$ cat src/rtl/apb_arb_pkg.sv
// ============================================================================
// Module   : apb_arb_pkg
// Brief    : Shared state encoding and default widths for the APB arbiter.
// Revision : 1.0
// ============================================================================
`default_nettype none

package apb_arb_pkg;

  localparam int NUM_REQ                = 2;
  localparam int DEF_ADDR_WIDTH         = 8;
  localparam int DEF_DATA_WIDTH         = 8;
  localparam int DEF_TIMEOUT_CYCLES     = 16;

  typedef enum logic [1:0] {
    IDLE = 2'd0,
    XFER = 2'd1,
    DONE = 2'd2
  } arb_state_e;

endpackage

`default_nettype wire

$ cat src/rtl/apb_rr_arbiter.sv
// ============================================================================
// Module   : apb_rr_arbiter
// Brief    : Two-way round-robin grant with a priority pointer.
// Revision : 1.0
// ============================================================================
`default_nettype none

module apb_rr_arbiter
  import apb_arb_pkg::*;
(
  input  logic               clk,
  input  logic               rst,
  input  logic [NUM_REQ-1:0] req_valid_i,
  input  logic               update_i,
  output logic [NUM_REQ-1:0] grant_o
);

  // prio_q = index of the requester that wins a tie
  logic prio_q, prio_d;

  always_comb begin
    grant_o = req_valid_i;
    if (&req_valid_i) begin
      grant_o = prio_q ? 2'b10 : 2'b01;
    end
  end

  // The requester granted now becomes lowest priority for the next tie.
  always_comb begin
    prio_d = prio_q;
    if (update_i) begin
      prio_d = grant_o[0];
    end
  end

  always_ff @(posedge clk or negedge rst) begin
    if (!rst) begin
      prio_q <= 1'b0;
    end else begin
      prio_q <= prio_d;
    end
  end

endmodule

`default_nettype wire

$ cat src/rtl/apb_arbiter.sv
// ============================================================================
// Module   : apb_arbiter
// Brief    : Two-requester round-robin front end onto a single APB master.
//            Optional wait-state timeout enabled by APB_ARB_TIMEOUT_EN.
// Revision : 1.0
// ============================================================================
`default_nettype none

module apb_arbiter
  import apb_arb_pkg::*;
#(
  parameter int ADDR_WIDTH     = DEF_ADDR_WIDTH,
  parameter int DATA_WIDTH     = DEF_DATA_WIDTH,
  parameter int TIMEOUT_CYCLES = DEF_TIMEOUT_CYCLES
) (
  input  logic                          clk,
  input  logic                          rst,
  input  logic [NUM_REQ-1:0]            req_valid,
  input  logic [NUM_REQ-1:0]            req_write,
  input  logic [NUM_REQ*ADDR_WIDTH-1:0] req_addr,
  input  logic [NUM_REQ*DATA_WIDTH-1:0] req_wdata,
  output logic [NUM_REQ-1:0]            req_done,
  output logic [DATA_WIDTH-1:0]         rdata,
  output logic                          err,
  output logic                          transfer,
  output logic                          read_write,
  output logic [ADDR_WIDTH-1:0]         apb_read_add,
  output logic [ADDR_WIDTH-1:0]         apb_write_add,
  output logic [DATA_WIDTH-1:0]         apb_write_data,
  input  logic [DATA_WIDTH-1:0]         pr_data,
  input  logic                          ready
);

  arb_state_e              state_q, state_d;
  logic                    winner_q, winner_d;
  logic                    write_q, write_d;
  logic [ADDR_WIDTH-1:0]   addr_q, addr_d;
  logic [DATA_WIDTH-1:0]   wdata_q, wdata_d;
  logic [DATA_WIDTH-1:0]   rdata_q, rdata_d;
  logic [NUM_REQ-1:0]      grant;
  logic                    grant_upd;
  logic                    win_idx;
  logic                    timeout_hit;

  apb_rr_arbiter u_rr (
    .clk         (clk),
    .rst         (rst),
    .req_valid_i (req_valid),
    .update_i    (grant_upd),
    .grant_o     (grant)
  );

  assign win_idx = grant[1];

`ifdef APB_ARB_TIMEOUT_EN
  localparam int CNT_W = $clog2(TIMEOUT_CYCLES + 1);
  logic [CNT_W-1:0] cnt_q, cnt_d;
  logic             err_q, err_d;

  // Fires on the last permitted wait cycle so XFER lasts exactly TIMEOUT_CYCLES.
  assign timeout_hit = (cnt_q == CNT_W'(TIMEOUT_CYCLES - 1));

  always_comb begin
    cnt_d = cnt_q;
    err_d = err_q;
    if (state_q == IDLE) begin
      cnt_d = '0;
      err_d = 1'b0;
    end else if (state_q == XFER && !ready) begin
      cnt_d = cnt_q + 1'b1;
      if (timeout_hit) begin
        err_d = 1'b1;
      end
    end
  end

  always_ff @(posedge clk or negedge rst) begin
    if (!rst) begin
      cnt_q <= '0;
      err_q <= 1'b0;
    end else begin
      cnt_q <= cnt_d;
      err_q <= err_d;
    end
  end

  assign err = err_q && (state_q == DONE);
`else
  logic [31:0] unused_timeout_cycles;
  assign unused_timeout_cycles = TIMEOUT_CYCLES;
  assign timeout_hit           = 1'b0;
  assign err                   = 1'b0;
`endif

  always_comb begin
    state_d   = state_q;
    winner_d  = winner_q;
    write_d   = write_q;
    addr_d    = addr_q;
    wdata_d   = wdata_q;
    rdata_d   = rdata_q;
    grant_upd = 1'b0;
    unique case (state_q)
      IDLE: begin
        if (|req_valid) begin
          grant_upd = 1'b1;
          winner_d  = win_idx;
          write_d   = req_write[win_idx];
          addr_d    = win_idx ? req_addr[2*ADDR_WIDTH-1:ADDR_WIDTH] : req_addr[ADDR_WIDTH-1:0];
          wdata_d   = win_idx ? req_wdata[2*DATA_WIDTH-1:DATA_WIDTH] : req_wdata[DATA_WIDTH-1:0];
          state_d   = XFER;
        end
      end
      XFER: begin
        if (ready) begin
          if (!write_q) begin
            rdata_d = pr_data;
          end
          state_d = DONE;
        end else if (timeout_hit) begin
          rdata_d = '0;
          state_d = DONE;
        end
      end
      DONE:    state_d = IDLE;
      default: state_d = IDLE;
    endcase
  end

  always_ff @(posedge clk or negedge rst) begin
    if (!rst) begin
      state_q  <= IDLE;
      winner_q <= 1'b0;
      write_q  <= 1'b0;
      addr_q   <= '0;
      wdata_q  <= '0;
      rdata_q  <= '0;
    end else begin
      state_q  <= state_d;
      winner_q <= winner_d;
      write_q  <= write_d;
      addr_q   <= addr_d;
      wdata_q  <= wdata_d;
      rdata_q  <= rdata_d;
    end
  end

  assign transfer       = (state_q == XFER);
  assign read_write     = write_q;
  assign apb_read_add   = addr_q;
  assign apb_write_add  = addr_q;
  assign apb_write_data = wdata_q;
  assign rdata          = rdata_q;
  assign req_done       = (state_q == DONE) ? (winner_q ? 2'b10 : 2'b01) : 2'b00;

endmodule

`default_nettype wire

$ cat config.mk
export PLATFORM = sky130hd
export DESIGN_NAME = apb_arbiter
export DESIGN_NICKNAME = d
export VERILOG_FILES = /design/src/rtl/apb_arb_pkg.sv /design/src/rtl/apb_rr_arbiter.sv /design/src/rtl/apb_arbiter.sv
export SDC_FILE = /design/constraint.sdc
export NUM_CORES = 1
export LEC_CHECK = 0
export CELL_PAD_IN_SITES_DETAIL_PLACEMENT = 0
export CELL_PAD_IN_SITES_GLOBAL_PLACEMENT = 2
export CORE_ASPECT_RATIO = 2
export CORE_UTILIZATION = 37
export DETAILED_ROUTE_END_ITERATION = 6
export DONT_BUFFER_PORTS = 1
export PLACE_DENSITY = 0.84
export SYNTH_ARGS = -nofsm -noshare
export SYNTH_HDL_FRONTEND = slang
export SYNTH_SLANG_ARGS = --single-unit
$ cat constraint.sdc
create_clock -name clk -period 3.8 [get_ports clk]
set_input_delay 1.14 -clock clk [delete_from_list [all_inputs] [get_ports clk]]
set_output_delay 1.14 -clock clk [all_outputs]
set_load 0.05 [all_outputs]
==> impl_metrics.ini, run 1 <==
[run_status]
run_status = completed

[cts]
cts.hold.buffers_added = 0
cts.clk_slew.worst_paths_ns = 0.06
clock-sinks = 29
ctsLongestPathBuffers = 2
cts.repair.resized = 0
post-cts-setup-buffers = 0
cts_root_buf = sky130_fd_sc_hd__clkbuf_8
htree_num_levels = 2
later_pin_clock_latency_in_the_skew_report_ns = 0.28
tritoncts = done
tritoncts.num_buffers = 5

[worst_setup_path]
worst_ep_required_ns = 2.66
crit_path_start_kind = flop
crit_path_end_kind = output pin
r2r_setup_slack_ns = 1.81
worst_setup_path_startpoint = state_q[0]$_DFFE_PN0P_
critical_path.top_delay_family = simple AND/OR/NAND/NOR gates
reg2reg_from = state_q[0]$_DFFE_PN0P_
critical_path.slowest_cell = sky130_fd_sc_hd__nor2b_1
critical_path.max_fanout = 5
rr_endpoint = winner_q$_DFFE_PN0P_
worst_r2r_path_depth = 3
worstSetupPathType = flop to output pin
worst_path_arrival_time_ns = 1.57
crit_path_max_incr_delay_ns = 0.86
cp_cell_sequence = nor2b_1
cp.buffers_inverters = 0
crit_cells = 1

[synthesis]
ys_seq_elements = 29
ys_seq_area_share_pct = 48.3
post-synth-top-area-cell = sky130_fd_sc_hd__dfrtp_1
syn-cell-area_um2 = 1500
netlist.area_leader.share_pct = 48.3
syn-num-nets = 192
syn_area_per_cell_um2 = 10.4
post_synthesis_cells = 145
ys_types = 25
yosysWarningCount = 0
synth_top_cells_by_area = sky130_fd_sc_hd__dfrtp_1, sky130_fd_sc_hd__a31oi_2, sky130_fd_sc_hd__a21oi_1, sky130_fd_sc_hd__nand3_1, sky130_fd_sc_hd__o21ai_0

[floorplanning]
design.die.area_um2 = 4330
floorplan.io_pins = 84
initial_utilization_pct = 38.7
die_width_um = 47.0
die-height_um = 92.1
core_area_um2 = 3880
floorplan.rows = 32

[grt]
first_global_vias = 1022
grt_antenna_before_repair = 0
grt_max_degree = 30
groute.usage.overall_pct = 17.7
grt_pass1_wl_um = 5240
global_route.overflow_total = 0

[finish]
sequential_cell_area_um2 = 726
most_used_cells_in_the_layout_excluding_fill_and_tap_cells = sky130_fd_sc_hd__dfrtp_1, sky130_fd_sc_hd__a21oi_1, sky130_fd_sc_hd__nand3_1
multi_input_area_um2 = 624
drive_above_1_share_pct = 20.6
area_growth_from_synthesis_to_final_layout_pct = 0.916
n_fill_cell = 396
final_nets = 178
diodes = 0
layout_commonest_cell = sky130_fd_sc_hd__dfrtp_1
post-route-util_pct = 39.0

[run]
max_cap_viol_count = 0

[min_path]
timing.hold.worst.class = input port to async pin

[timing]
fmax_mhz = 369
final.setup_skew_ns = 0.00322
timing.final.hold_violations = 0
worstMarginPinSlew_ns = 1.06
maxSlewViolCount = 0
final.setup.tns_ns = 0
report.final.setup_viol = 0
max_slew_margin_pct = 29.1
fin_crit_sh_pct = 71.3
finalCriticalPeriod_ns = 2.71
rsz0062_at_grt = false

[route]
route.final.wire_length_um = 3520
routed-via-count = 1060
routed_via_density = 5.82
drtAntennaViolNets = 0
drcViolationCount = 0
route.detailed.wl_per_inst_um = 19.4
detailedRoute.firstPassIterationCount = 4
detail_route.iter0.violations = 34

[placement]
dp.final_hpwl_um = 2530
gp_congestion = 0.723
numPortBuffers = 0
## cells by family (layout without fill, tap and decap cells)
logic type	count (synthesis)	in the layout	share of synthesized area [%]
AND/OR/NAND/NOR	28	28	10.7
other	1	1	0.250
buffers and inverters	24	10	10.4
AO/OA/AOI/OAI	54	54	23.6
multiplexers	9	9	6.75
flip-flops	29	29	48.3
## stage by stage
step	setup slack, ns	instance area [µm²]	std cells	hold slack, ns
floorplan	1.09	1500	145	0.474
finish	1.09	1520	182	0.554
global route	1.04	1520	182	0.533
detailed placement	1.24	1430	175	0.560
CTS	1.09	1520	182	0.545
global placement	1.28	1430	175	0.554
## flip-flops by register name, indices dropped and copies added (netlist names)
name and flops:
apb_read_add 8, apb_write_data 8, rdata 8, read_write 1, state_q 2, u_rr.prio_q 1
winner_q 1
## synthesized netlist by cell type
master	number
sky130_fd_sc_hd__a21o_1	1
sky130_fd_sc_hd__a21oi_1	18
sky130_fd_sc_hd__a21oi_2	1
sky130_fd_sc_hd__a31oi_1	8
sky130_fd_sc_hd__a31oi_2	9
sky130_fd_sc_hd__and2_4	1
sky130_fd_sc_hd__and3b_1	2
sky130_fd_sc_hd__buf_2	2
sky130_fd_sc_hd__buf_4	9
sky130_fd_sc_hd__buf_6	4
sky130_fd_sc_hd__clkbuf_1	7
sky130_fd_sc_hd__conb_1	1
sky130_fd_sc_hd__dfrtp_1	29
sky130_fd_sc_hd__inv_1	2
sky130_fd_sc_hd__mux2_1	2
sky130_fd_sc_hd__mux2_2	7
sky130_fd_sc_hd__nand2b_1	1
sky130_fd_sc_hd__nand3_1	17
sky130_fd_sc_hd__nor2_1	1
sky130_fd_sc_hd__nor2_2	1
sky130_fd_sc_hd__nor2b_1	3
sky130_fd_sc_hd__nor3b_1	1
sky130_fd_sc_hd__o21ai_0	16
sky130_fd_sc_hd__o21ai_1	1
sky130_fd_sc_hd__or2_1	1
## worst register-to-register path: stages, from the launching register on
cell and delay [ns]:
sky130_fd_sc_hd__dfrtp_1 0.43, sky130_fd_sc_hd__nor2_2 0.62, sky130_fd_sc_hd__and2_4 0.47, sky130_fd_sc_hd__mux2_1 0.35
## worst max path at each step
stage                      endpoint  slack (ns)
2_1_floorplan           req_done[0]        1.09
3_3_place_gp   winner_q$_DFFE_PN0P_        1.28
3_5_place_dp   winner_q$_DFFE_PN0P_        1.24
4_1_cts                    transfer        1.09
5_1_grt                    transfer        1.04
6_report                   transfer        1.09
## per-layer routing
metal | vias to the layer above | global-route usage, % | routed length (µm)
met5 | - | 0 | 0
met4 | 0 | 7.86 | 53
met3 | 5 | 7.48 | 334
met2 | 59 | 28.7 | 1880
met1 | 514 | 18.9 | 1260
li1 | 482 | - | -
## cell type report
| cell class | instances | area share [%] |
|---|---|---|
| flip-flops and latches | 29 | 47.9 |
| multi-input cells | 92 | 41.2 |
| clock buffers | 7 | 5.70 |
| well taps | 51 | 4.21 |
| repair buffers | 1 | 0.495 |
| inverters | 2 | 0.495 |
Power of run 1 is not shown: default switching activity piles up to over one toggle a cycle in this logic, so the estimate is an artifact.
==> run 2: changes to the inputs <==
- ABC_AREA: not set -> 1
- CORE_UTILIZATION: 37 -> 29
- PLACE_DENSITY: 0.84 -> 0.77
- clock period: 3.8 -> 2.2 ns (I/O delays scaled with it)
==> run 2 against run 1 <==
- routed wire length increased by 4.3%
- global-route usage decreased by 3.6 points
- synthesized cell count is 46% higher
- final area rose by 17%
- register-to-register slack got worse by 1.2 ns
- cell count increased by 51%
- setup slack got worse by 0.76 ns
- critical path type unchanged
- critical endpoint is now req_done[1]
==> impl_metrics.ini, run 2 <==
[run_status]
run_status = completed

[floorplanning]
floorplan.rows = 38
design.die.area_um2 = 5850
floorplan.io_pins = 84
initial_utilization_pct = 29.9
core_area_um2 = 5370
die-height_um = 107
die_width_um = 54.6

[finish]
diodes = 0
most_used_cells_in_the_layout_excluding_fill_and_tap_cells = sky130_fd_sc_hd__nand2_1, sky130_fd_sc_hd__inv_1, sky130_fd_sc_hd__nand3_1
n_fill_cell = 605
final_cell_count_no_fill = 275
layout_commonest_cell = sky130_fd_sc_hd__nand2_1
final_nets = 261
sequential_cell_area_um2 = 726
drive_above_1_share_pct = 14.9
area_growth_from_synthesis_to_final_layout_pct = 10.4
multi_input_area_um2 = 592

[timing]
fin_crit_sh_pct = 85.1
worst_hold_slack_ns = 0.0697
finalCriticalPeriod_ns = 1.87
fin_ws_ns = 0.329
maxSlewViolCount = 0
timing.final.hold_violations = 0
fmax_mhz = 534
final.setup_skew_ns = 0.00713
worstMarginPinSlew_ns = 0.508
final.setup.tns_ns = 0
max_slew_margin_pct = 66.1
rsz0062_at_grt = false
report.final.setup_viol = 0

[worst_setup_path]
critical_path.max_fanout = 3
worst_ep_required_ns = 1.54
r2r_setup_slack_ns = 0.63
crit_path_start_kind = flop
rr_endpoint = rdata[4]$_DFFE_PN0P_
crit_path_end_kind = output pin
worst_path_arrival_time_ns = 1.21
worstSetupPathType = flop to output pin
worst_r2r_path_depth = 4
reg2reg_from = read_write$_DFFE_PN0P_

[synthesis]
netlist.area_leader.share_pct = 45.2
synth_top_cells_by_area = sky130_fd_sc_hd__dfrtp_1, sky130_fd_sc_hd__nand2_1, sky130_fd_sc_hd__nand3_1, sky130_fd_sc_hd__inv_1, sky130_fd_sc_hd__buf_4
synth-edff-count = 0
yosysWarningCount = 0
post-synth-top-area-cell = sky130_fd_sc_hd__dfrtp_1
synth.top_cells.by_count = sky130_fd_sc_hd__nand2_1, sky130_fd_sc_hd__inv_1, sky130_fd_sc_hd__nand3_1
post_synthesis_cells = 212
ys_dominant_reg_cell = sky130_fd_sc_hd__dfrtp_1
syn-num-nets = 259
syn-cell-area_um2 = 1600
yosys.cell_count.top_type = sky130_fd_sc_hd__nand2_1
syn_area_per_cell_um2 = 7.57
ys_types = 19
synth-async-reset-ratio_pct = 100
ys_seq_area_share_pct = 45.2
ys_seq_elements = 29

[run]
max_cap_viol_count = 0

[route]
detailedRoute.firstPassIterationCount = 4
drcViolationCount = 0
routed_via_density = 4.59
routed-via-count = 1261
route.detailed.wl_per_inst_um = 13.4
drtAntennaViolNets = 0
detail_route.iter0.violations = 24
route.final.wire_length_um = 3680

[grt]
grt_max_degree = 30
groute.usage.overall_pct = 14.1
grt_antenna_before_repair = 0
global_route.overflow_total = 0
grt_pass1_wl_um = 5780
first_global_vias = 1141

[placement]
placement.setup.worst_slack_ns = 0.618
dp.final_hpwl_um = 2660
gp_congestion = 0.729
post-place-cells = 267
numPortBuffers = 0

[cts]
later_pin_clock_latency_in_the_skew_report_ns = 0.28
tritoncts = done
cts.hold.buffers_added = 0
tritoncts.num_buffers = 5
ctsLongestPathBuffers = 2
cts.clk_slew.worst_paths_ns = 0.07
clock-sinks = 29
cts.repair.resized = 0
post-cts-setup-buffers = 0
cts_root_buf = sky130_fd_sc_hd__clkbuf_8
htree_num_levels = 2

[pwr]
total_power_w = 0.00353
power.ir.vdd_worst_v = 0.000875
power_leakage_nw = 1.03
power.density_cell_area_nw_per_um2 = 2000

[min_path]
timing.hold.worst.class = input port to async pin
==> run 2: worst max-delay path by stage <==
stage                            from          end  slack (ns)
6_report       state_q[0]$_DFFE_PN0P_  req_done[1]        0.33
5_1_grt        state_q[1]$_DFFE_PN0P_     transfer        0.28
4_1_cts        state_q[0]$_DFFE_PN0P_  req_done[1]        0.30
3_5_place_dp   state_q[0]$_DFFE_PN0P_  req_done[1]        0.62
3_3_place_gp   state_q[0]$_DFFE_PN0P_  req_done[1]        0.62
2_1_floorplan  state_q[0]$_DFFE_PN0P_  req_done[0]        0.07
==> run 2: logic make-up (layout without fill, tap and decap cells) <==
| family | after synthesis | count (layout) | synth area share, % |
|---|---|---|---|
| simple gates | 121 | 121 | 35.4 |
| flops | 29 | 29 | 45.2 |
| buf+inv | 58 | 61 | 18.2 |
| other cells | 1 | 1 | 0.234 |
| compound gates | 3 | 3 | 0.936 |
==> run 2: report_power, final <==
part | switching (W) | internal [W]
Clock | 0.000208 | 0.000450
Combinational | 0.00108 | 0.000326
Sequential | 0.000691 | 0.000782
Total | 0.00198 | 0.00156
==> run 2: critical path, cell delays in order, from the launching register on <==
cell,delay (ns)
sky130_fd_sc_hd__dfrtp_1,0.40
sky130_fd_sc_hd__inv_1,0.07
sky130_fd_sc_hd__and3_1,0.47
==> run 2: area by class of cell <==
| type | instances | share of cell area, % |
|---|---|---|
| Clock buffer | 5 | 3.89 |
| Timing Repair Buffer | 12 | 5.09 |
| Tap cell | 60 | 4.24 |
| Clock inverter | 3 | 3.67 |
| Inverter | 41 | 8.69 |
| Multi-Input combinational cell | 125 | 33.4 |
| Sequential cell | 29 | 41.0 |
==> run 2: per-stage QoR <==
step,util (%),instance area (µm²)
3_5_place_dp,30.5,1640
3_3_place_gp,30.5,1640
4_1_cts,33.0,1770
6_report,33.0,1770
5_1_grt,33.0,1770
2_1_floorplan,-,1600
==> run 2: per-layer routing <==
layer | GRT usage (%) | part of all wire (%) | vias to the layer above
met5 | 0 | 0 | -
met4 | 6.78 | 2.3 | 0
met3 | 3.69 | 5.5 | 5
met2 | 23.2 | 54 | 49
met1 | 15.9 | 39 | 576
li1 | - | - | 631
Power figures use the tool's default switching activity.
